[config.mk]
export PLATFORM = sky130hd
export DESIGN_NAME = inst_fetch
export DESIGN_NICKNAME = d
export VERILOG_FILES = /design/src/rtl/inst_fetch_pkg.sv /design/src/rtl/fetch_timeout.sv /design/src/rtl/inst_fetch.sv
export SDC_FILE = /design/constraint.sdc
export NUM_CORES = 1
export LEC_CHECK = 0
export CAP_MARGIN = 10
export CORE_UTILIZATION = 39
export DETAILED_ROUTE_END_ITERATION = 8
export GPL_TIMING_DRIVEN = 0
export PLACE_DENSITY = 0.77
export SLEW_MARGIN = 0
export SYNTH_ARGS = -nofsm -noshare
export SYNTH_HDL_FRONTEND = slang
export SYNTH_SLANG_ARGS = --single-unit
[constraint.sdc]
create_clock -name clk -period 2.06 [get_ports clk]
set_input_delay 0.309 -clock clk [delete_from_list [all_inputs] [get_ports clk]]
set_output_delay 0.309 -clock clk [all_outputs]
set_load 0.01 [all_outputs]
[src/rtl/inst_fetch_pkg.sv]
// Shared definitions for the instruction fetch stage:
// state encoding, fault cause codes, reset polarity and common constants.
package inst_fetch_pkg;

    typedef logic [31:0] reg_bus_t;

    localparam reg_bus_t    RESET_VECTOR = 32'h8000_0000;
    localparam logic        RST_VAL      = 1'b1;
    localparam logic [31:0] NOP_INST_VAL = 32'h0000_0013;

    typedef enum logic [2:0] {
        S_IDLE  = 3'd0,
        S_REQ   = 3'd1,
        S_WAIT  = 3'd2,
        S_DRAIN = 3'd3,
        S_FAULT = 3'd4
    } fetch_state_e;

    localparam logic [1:0] CAUSE_NONE     = 2'd0;
    localparam logic [1:0] CAUSE_MISALIGN = 2'd1;
    localparam logic [1:0] CAUSE_BUS      = 2'd2;
    localparam logic [1:0] CAUSE_TIMEOUT  = 2'd3;

endpackage

[src/rtl/fetch_timeout.sv]
// Saturating response-wait counter with clear and enable.
// o_tc flags the last permitted wait cycle (count == TIMEOUT-1).
module fetch_timeout
    import inst_fetch_pkg::*;
#(
    parameter int TIMEOUT = 255,
    parameter int CNT_W   = 16
) (
    input  logic i_clk,
    input  logic i_rst,
    input  logic i_clr,
    input  logic i_en,
    output logic o_tc
);

    localparam logic [CNT_W-1:0] TC_VAL  = CNT_W'(TIMEOUT - 1);
    localparam logic [CNT_W-1:0] CNT_MAX = '1;

    logic [CNT_W-1:0] r_cnt;

    // Count wait cycles; clear has priority, saturate instead of wrapping.
    always_ff @(posedge i_clk) begin
        if (i_rst == RST_VAL || i_clr) begin
            r_cnt <= '0;
        end else if (i_en && r_cnt != CNT_MAX) begin
            r_cnt <= r_cnt + CNT_W'(1);
        end
    end

    assign o_tc = (r_cnt >= TC_VAL);

endmodule

[src/rtl/inst_fetch.sv]
// Instruction fetch stage: one outstanding imem read per fetch_req,
// holds the fetched word and substitutes a NOP on misalign/bus/timeout faults.
module inst_fetch
    import inst_fetch_pkg::*;
#(
    parameter int                ADDR_W   = 32,
    parameter int                DATA_W   = 32,
    parameter int                TIMEOUT  = 255,
    parameter logic [DATA_W-1:0] NOP_INST = DATA_W'(NOP_INST_VAL)
) (
    input  logic              clk,
    input  logic              rst,
    input  logic [ADDR_W-1:0] pc_i,
    input  logic              fetch_req,
    input  logic              flush,
    output logic [DATA_W-1:0] inst_o,
    output logic              inst_valid,
    output logic              fetch_busy,
    output logic              fetch_err,
    output logic [1:0]        err_cause,
    output logic              imem_req_valid,
    input  logic              imem_req_ready,
    output logic [ADDR_W-1:0] imem_req_addr,
    input  logic              imem_rsp_valid,
    input  logic [DATA_W-1:0] imem_rsp_data,
    input  logic              imem_rsp_err
);

    fetch_state_e      r_state;
    fetch_state_e      w_next;
    logic [ADDR_W-1:0] r_addr;
    logic [1:0]        r_cause;
    logic [DATA_W-1:0] r_inst;
    logic              r_valid;
    logic              r_err;
    logic [1:0]        r_err_cause;
    logic              w_cnt_clr;
    logic              w_cnt_en;
    logic              w_tc;
    logic              w_misalign;

    assign w_misalign = (pc_i[1:0] != 2'b00);

    fetch_timeout #(
        .TIMEOUT (TIMEOUT),
        .CNT_W   (16)
    ) u_timeout (
        .i_clk (clk),
        .i_rst (rst),
        .i_clr (w_cnt_clr),
        .i_en  (w_cnt_en),
        .o_tc  (w_tc)
    );

    // State register.
    always_ff @(posedge clk) begin
        if (rst == RST_VAL) begin
            r_state <= S_IDLE;
        end else begin
            r_state <= w_next;
        end
    end

    // Next-state and timeout counter control; counter only runs in WAIT/DRAIN.
    always_comb begin
        w_next    = r_state;
        w_cnt_clr = 1'b1;
        w_cnt_en  = 1'b0;
        unique case (r_state)
            S_IDLE: begin
                if (fetch_req) begin
                    w_next = w_misalign ? S_FAULT : S_REQ;
                end
            end
            S_REQ: begin
                if (imem_req_ready) begin
                    w_next = flush ? S_DRAIN : S_WAIT;
                end else if (flush) begin
                    w_next = S_IDLE;
                end
            end
            S_WAIT: begin
                w_cnt_clr = 1'b0;
                w_cnt_en  = !imem_rsp_valid;
                if (imem_rsp_valid) begin
                    w_next = (flush || !imem_rsp_err) ? S_IDLE : S_FAULT;
                end else if (flush) begin
                    w_next    = S_DRAIN;
                    w_cnt_clr = 1'b1;
                    w_cnt_en  = 1'b0;
                end else if (w_tc) begin
                    w_next = S_FAULT;
                end
            end
            S_DRAIN: begin
                w_cnt_clr = 1'b0;
                w_cnt_en  = !imem_rsp_valid;
                if (imem_rsp_valid || w_tc) begin
                    w_next = S_IDLE;
                end
            end
            S_FAULT: begin
                w_next = S_IDLE;
            end
            default: begin
                w_next = S_IDLE;
            end
        endcase
    end

    // Address/cause latching and registered result outputs.
    always_ff @(posedge clk) begin
        if (rst == RST_VAL) begin
            r_addr      <= '0;
            r_cause     <= CAUSE_NONE;
            r_inst      <= NOP_INST;
            r_valid     <= 1'b0;
            r_err       <= 1'b0;
            r_err_cause <= CAUSE_NONE;
        end else begin
            r_valid <= 1'b0;
            r_err   <= 1'b0;
            if (r_state == S_IDLE && fetch_req) begin
                r_cause <= CAUSE_MISALIGN;
                if (!w_misalign) begin
                    r_addr <= {pc_i[ADDR_W-1:2], 2'b00};
                end
            end
            if (r_state == S_WAIT && imem_rsp_valid && !flush) begin
                if (imem_rsp_err) begin
                    r_cause <= CAUSE_BUS;
                end else begin
                    r_inst      <= imem_rsp_data;
                    r_valid     <= 1'b1;
                    r_err_cause <= CAUSE_NONE;
                end
            end
            if (r_state == S_WAIT && !imem_rsp_valid && !flush && w_tc) begin
                r_cause <= CAUSE_TIMEOUT;
            end
            if (r_state == S_FAULT) begin
                r_inst      <= NOP_INST;
                r_valid     <= 1'b1;
                r_err       <= 1'b1;
                r_err_cause <= r_cause;
            end
        end
    end

    assign inst_o         = r_inst;
    assign inst_valid     = r_valid;
    assign fetch_err      = r_err;
    assign err_cause      = r_err_cause;
    assign fetch_busy     = (r_state != S_IDLE);
    assign imem_req_valid = (r_state == S_REQ);
    assign imem_req_addr  = r_addr;

endmodule

==> run_summary.xml <==
<?xml version="1.0" encoding="UTF-8"?>
<metrics>
  <group name="sta">
    <metric name="finalSetupViolCount" unit="">0</metric>
    <metric name="achievable-frequency" unit="MHz">502</metric>
    <metric name="clock_skew" unit="ns">0.0114</metric>
    <metric name="max_slew.worst_pin.slew" unit="ns">0.531</metric>
    <metric name="slew_headroom" unit="%">64.4</metric>
    <metric name="fin_crit" unit="ns">1.99</metric>
    <metric name="finalHoldViolCount" unit="">0</metric>
    <metric name="fin_ws" unit="ns">0.0690</metric>
    <metric name="drv_slew" unit="">0</metric>
    <metric name="period_share" unit="%">96.7</metric>
  </group>
  <group name="setup_path">
    <metric name="worst_r2r_path_depth" unit="">5</metric>
    <metric name="classification_of_the_worst_setup_path" unit="">reg -&gt; reg</metric>
    <metric name="crit_required" unit="ns">2.35</metric>
    <metric name="critPathSlowestCell" unit="">sky130_fd_sc_hd__or4_1</metric>
    <metric name="critical_path_max_stage_delay" unit="ns">0.51</metric>
    <metric name="timing.reg2reg.setup_slack" unit="ns">0.07</metric>
    <metric name="cp_max_fo" unit="">10</metric>
    <metric name="regToRegEndpoint" unit="">u_timeout.r_cnt[11]$_SDFFE_PP0P_</metric>
    <metric name="regToRegStartpoint" unit="">r_state[1]$_SDFFE_PP0P_</metric>
    <metric name="crit_path_cell_trace" unit="">buf_4 -&gt; or3b_4 -&gt; or3_4 -&gt; or4_1 -&gt; a21oi_1</metric>
    <metric name="timing.critical_path.arrival" unit="ns">2.28</metric>
    <metric name="critical_path.endpoint_type" unit="">flip-flop</metric>
    <metric name="worstSetupStartpointType" unit="">flip-flop</metric>
  </group>
  <group name="die">
    <metric name="initial_utilization" unit="%">40.6</metric>
    <metric name="fp.dieArea" unit="mm2">0.00950</metric>
    <metric name="die_w" unit="um">97.5</metric>
    <metric name="core-area" unit="mm2">0.00876</metric>
    <metric name="die-height" unit="um">97.5</metric>
    <metric name="rows" unit="">34</metric>
    <metric name="ios" unit="">141</metric>
  </group>
  <group name="layout">
    <metric name="diode_count" unit="">0</metric>
    <metric name="register_area" unit="mm2">0.00174</metric>
    <metric name="postLayoutCoreUtil" unit="%">60.6</metric>
    <metric name="multi_input_logic_area" unit="mm2">0.00170</metric>
    <metric name="num-fill-cells" unit="">770</metric>
    <metric name="drive_gt1_share" unit="%">6.43</metric>
    <metric name="most_common_library_cell_in_the_layout_ignoring_fill_and_taps" unit="">sky130_fd_sc_hd__clkdlybuf4s50_1</metric>
    <metric name="layout.cells.most_common_list" unit="">sky130_fd_sc_hd__clkdlybuf4s50_1, sky130_fd_sc_hd__nand2_1, sky130_fd_sc_hd__dfxtp_1, sky130_fd_sc_hd__a21oi_1, sky130_fd_sc_hd__clkbuf_1</metric>
    <metric name="fin_nets" unit="">675</metric>
    <metric name="synthToLayoutAreaGrowth" unit="%">49.5</metric>
  </group>
  <group name="route">
    <metric name="via_per_inst" unit="">5.13</metric>
    <metric name="route.detailed.wl_per_inst" unit="um">13.7</metric>
    <metric name="detailedRoute.firstIterationViolations" unit="">174</metric>
    <metric name="wirelength" unit="mm">9.81</metric>
    <metric name="drc" unit="">0</metric>
    <metric name="drt.antenna.violating_nets" unit="">0</metric>
    <metric name="drtPass1Iterations" unit="">4</metric>
    <metric name="vias" unit="">3669</metric>
  </group>
  <group name="synth">
    <metric name="yosys.area.top_type" unit="">sky130_fd_sc_hd__dfxtp_1</metric>
    <metric name="synth_area_leaders" unit="">sky130_fd_sc_hd__dfxtp_1, sky130_fd_sc_hd__nand2_1, sky130_fd_sc_hd__a21oi_1</metric>
    <metric name="syn_avg_cell_area" unit="um2">7.88</metric>
    <metric name="yosys_register_bits" unit="">87</metric>
    <metric name="synth_edf_count" unit="">0</metric>
    <metric name="synth_async_sr_flop_share" unit="%">0</metric>
    <metric name="ys.flop_type" unit="">sky130_fd_sc_hd__dfxtp_1</metric>
    <metric name="synthesis.yosys.warnings" unit="">0</metric>
    <metric name="syn_inst" unit="">451</metric>
    <metric name="netlist-cell-type-count" unit="">43</metric>
    <metric name="post_synth_instance_area" unit="mm2">0.00355</metric>
    <metric name="yosysSeqAreaShare" unit="%">49.0</metric>
    <metric name="yosys.area.top_type_share" unit="%">49.0</metric>
  </group>
  <group name="outcome">
    <metric name="status" unit="">complete, no violations</metric>
  </group>
  <group name="clock_tree">
    <metric name="tritoncts.num_buffers" unit="">9</metric>
    <metric name="clkLatencyLatePin" unit="ns">0.36</metric>
    <metric name="clock_tree_from_tritoncts" unit="">built</metric>
    <metric name="clock-root-buffer" unit="">sky130_fd_sc_hd__clkbuf_8</metric>
    <metric name="max-clock-path-buffers" unit="">2</metric>
    <metric name="clkSinkCount" unit="">87</metric>
    <metric name="clock_tree.htree_level_count" unit="">3</metric>
    <metric name="clk_transition_reported_paths" unit="ns">0.08</metric>
  </group>
  <group name="power">
    <metric name="finalPower" unit="mW">3.44</metric>
    <metric name="total_switching_power" unit="mW">0.928</metric>
    <metric name="p_sw_share" unit="%">27.0</metric>
    <metric name="p_clk_share" unit="%">32.5</metric>
    <metric name="seq_power_share" unit="%">51.1</metric>
    <metric name="internal_power" unit="mW">2.51</metric>
    <metric name="combinational_group_share_of_total_power" unit="%">16.4</metric>
    <metric name="power_per_cell_area" unit="mW/mm2">647</metric>
    <metric name="p_leak" unit="nW">1.79</metric>
    <metric name="vdd_drop_max" unit="mV">0.398</metric>
  </group>
  <group name="global_routing">
    <metric name="grt_first_pass_wirelength" unit="mm">16.0</metric>
    <metric name="global_route.usage.total" unit="%">20.4</metric>
    <metric name="globalRoute.totalOverflow" unit="">0</metric>
    <metric name="first_global_vias" unit="">3543</metric>
    <metric name="grt_max_degree" unit="">16</metric>
    <metric name="number_of_antenna_violations_at_the_first_check_in_global_routing" unit="">0</metric>
  </group>
  <group name="placed_design">
    <metric name="gp_congestion" unit="">0.795</metric>
    <metric name="post-dp-hpwl" unit="mm">7.20</metric>
    <metric name="place.port_buffers" unit="">137</metric>
    <metric name="detailedPlace.worstSlack" unit="ns">-0.603</metric>
  </group>
  <group name="min_path">
    <metric name="min_path_type" unit="">in -&gt; reg</metric>
    <metric name="whs_path_depth" unit="">2</metric>
    <metric name="worstHoldEndpoint" unit="">r_cause[0]$_SDFF_PP0_</metric>
    <metric name="holdCritStartpoint" unit="">imem_rsp_valid</metric>
  </group>
  <group name="flow_run">
    <metric name="maxCapViolations" unit="">0</metric>
  </group>
</metrics>
## state kept, by name, summed over array words and instances (netlist names)
name             cells
r_cause              2
inst_valid           1
r_state              3
u_timeout.r_cnt     16
err_cause            2
inst_o              32
fetch_err            1
imem_req_addr       30
## how the worst max path moves through the flow
stage | startpoint | to | slack (ns) | cells after the start
finish | r_state[1]$_SDFFE_PP0P_ | u_timeout.r_cnt[11]$_SDFFE_PP0P_ | 0.07 | 5
floorplan | imem_rsp_valid | u_timeout.r_cnt[11]$_SDFFE_PP0P_ | 0.05 | 6
global placement | flush | inst_o[15]$_SDFFE_PP0P_ | -0.53 | 6
detailed placement | flush | inst_o[15]$_SDFFE_PP0P_ | -0.60 | 6
global route | r_state[0]$_SDFFE_PP0P_ | inst_o[16]$_SDFFE_PP0P_ | -0.005 | 6
CTS | r_state[1]$_SDFFE_PP0P_ | u_timeout.r_cnt[9]$_SDFFE_PP0P_ | 0.01 | 5
## per-stage QoR
step           hold slack, ns  area, um2  TNS [ns]  cells
6_report                0.271       5310         0    715
5_1_grt                 0.302       5310   -0.0110    715
4_1_cts                 0.252       5270         0    712
3_5_place_dp            0.446       5060    -21.84    697
3_3_place_gp            0.440       5060    -18.00    697
2_1_floorplan           0.431       3560         0    452
## cells in the mapped netlist, types with 4 or more instances
library cell	instances
sky130_fd_sc_hd__nand2_1	135
sky130_fd_sc_hd__nand3_1	14
sky130_fd_sc_hd__dfxtp_1	87
sky130_fd_sc_hd__nor3_1	6
sky130_fd_sc_hd__or4_1	9
sky130_fd_sc_hd__a21oi_1	78
sky130_fd_sc_hd__and3_1	4
sky130_fd_sc_hd__nor2_1	11
sky130_fd_sc_hd__o21ai_0	7
sky130_fd_sc_hd__buf_2	4
sky130_fd_sc_hd__nand4_1	6
sky130_fd_sc_hd__inv_1	7
sky130_fd_sc_hd__o31ai_1	9
sky130_fd_sc_hd__nor4_1	5
sky130_fd_sc_hd__clkbuf_1	22
sky130_fd_sc_hd__nor3b_1	4
## cell families after synthesis
| family | share of synthesized area (%) |
|---|---|
| flops | 49.0 |
| other cells | 0.105 |
| mux | 0.563 |
| simple gates | 27.7 |
| compound gates | 17.1 |
| fa+ha+maj | 0.704 |
| buf+inv | 4.89 |
## critical path: cells and delay by family (launching register included)
kind | cells | cell delay [ns]
buffers and inverters | 1 | 0.16
and+or+nand+nor | 3 | 1.30
AOI/OAI and AO/OA | 1 | 0.14
DFF | 1 | 0.32
## final cells by class
class,count,area share [%]
clock buffers,11,2.66
multi-input cells,328,31.9
repair buffers,139,26.1
inverters,7,0.495
well taps,108,2.54
clock inverters,5,0.777
flip-flops and latches,87,32.8
plain buffers,30,2.71
## power by group through the flow
stage          clock network (mW)  logic, mW  registers, mW
3_3_place_gp                    0      0.536           1.79
4_1_cts                      1.14      0.561           1.76
6_report                     1.12      0.565           1.76
2_1_floorplan                   0      0.233           1.81
3_5_place_dp                    0      0.544           1.80
5_1_grt                      1.21      0.615           1.77
## per-layer routing
metal | global-route usage, % | share of wire, % | wire, um
met5 | 0 | 0 | 0
met4 | 6.79 | 1.3 | 128
met1 | 24.6 | 43 | 4210
met2 | 32.5 | 47 | 4650
met3 | 8.92 | 8.4 | 823
## timing repair
item                                    4_1_cts  5_1_grt
hold buffers                                  0        0
gates resized for setup                      11        6
cloned                                        0        1
endpoints found under the hold margin         0        0
endpoints found under the setup margin       43       43
pin swaps                                     1        4
buffers inserted                              0        2
No activity file was read; power rests on OpenSTA's default activity.
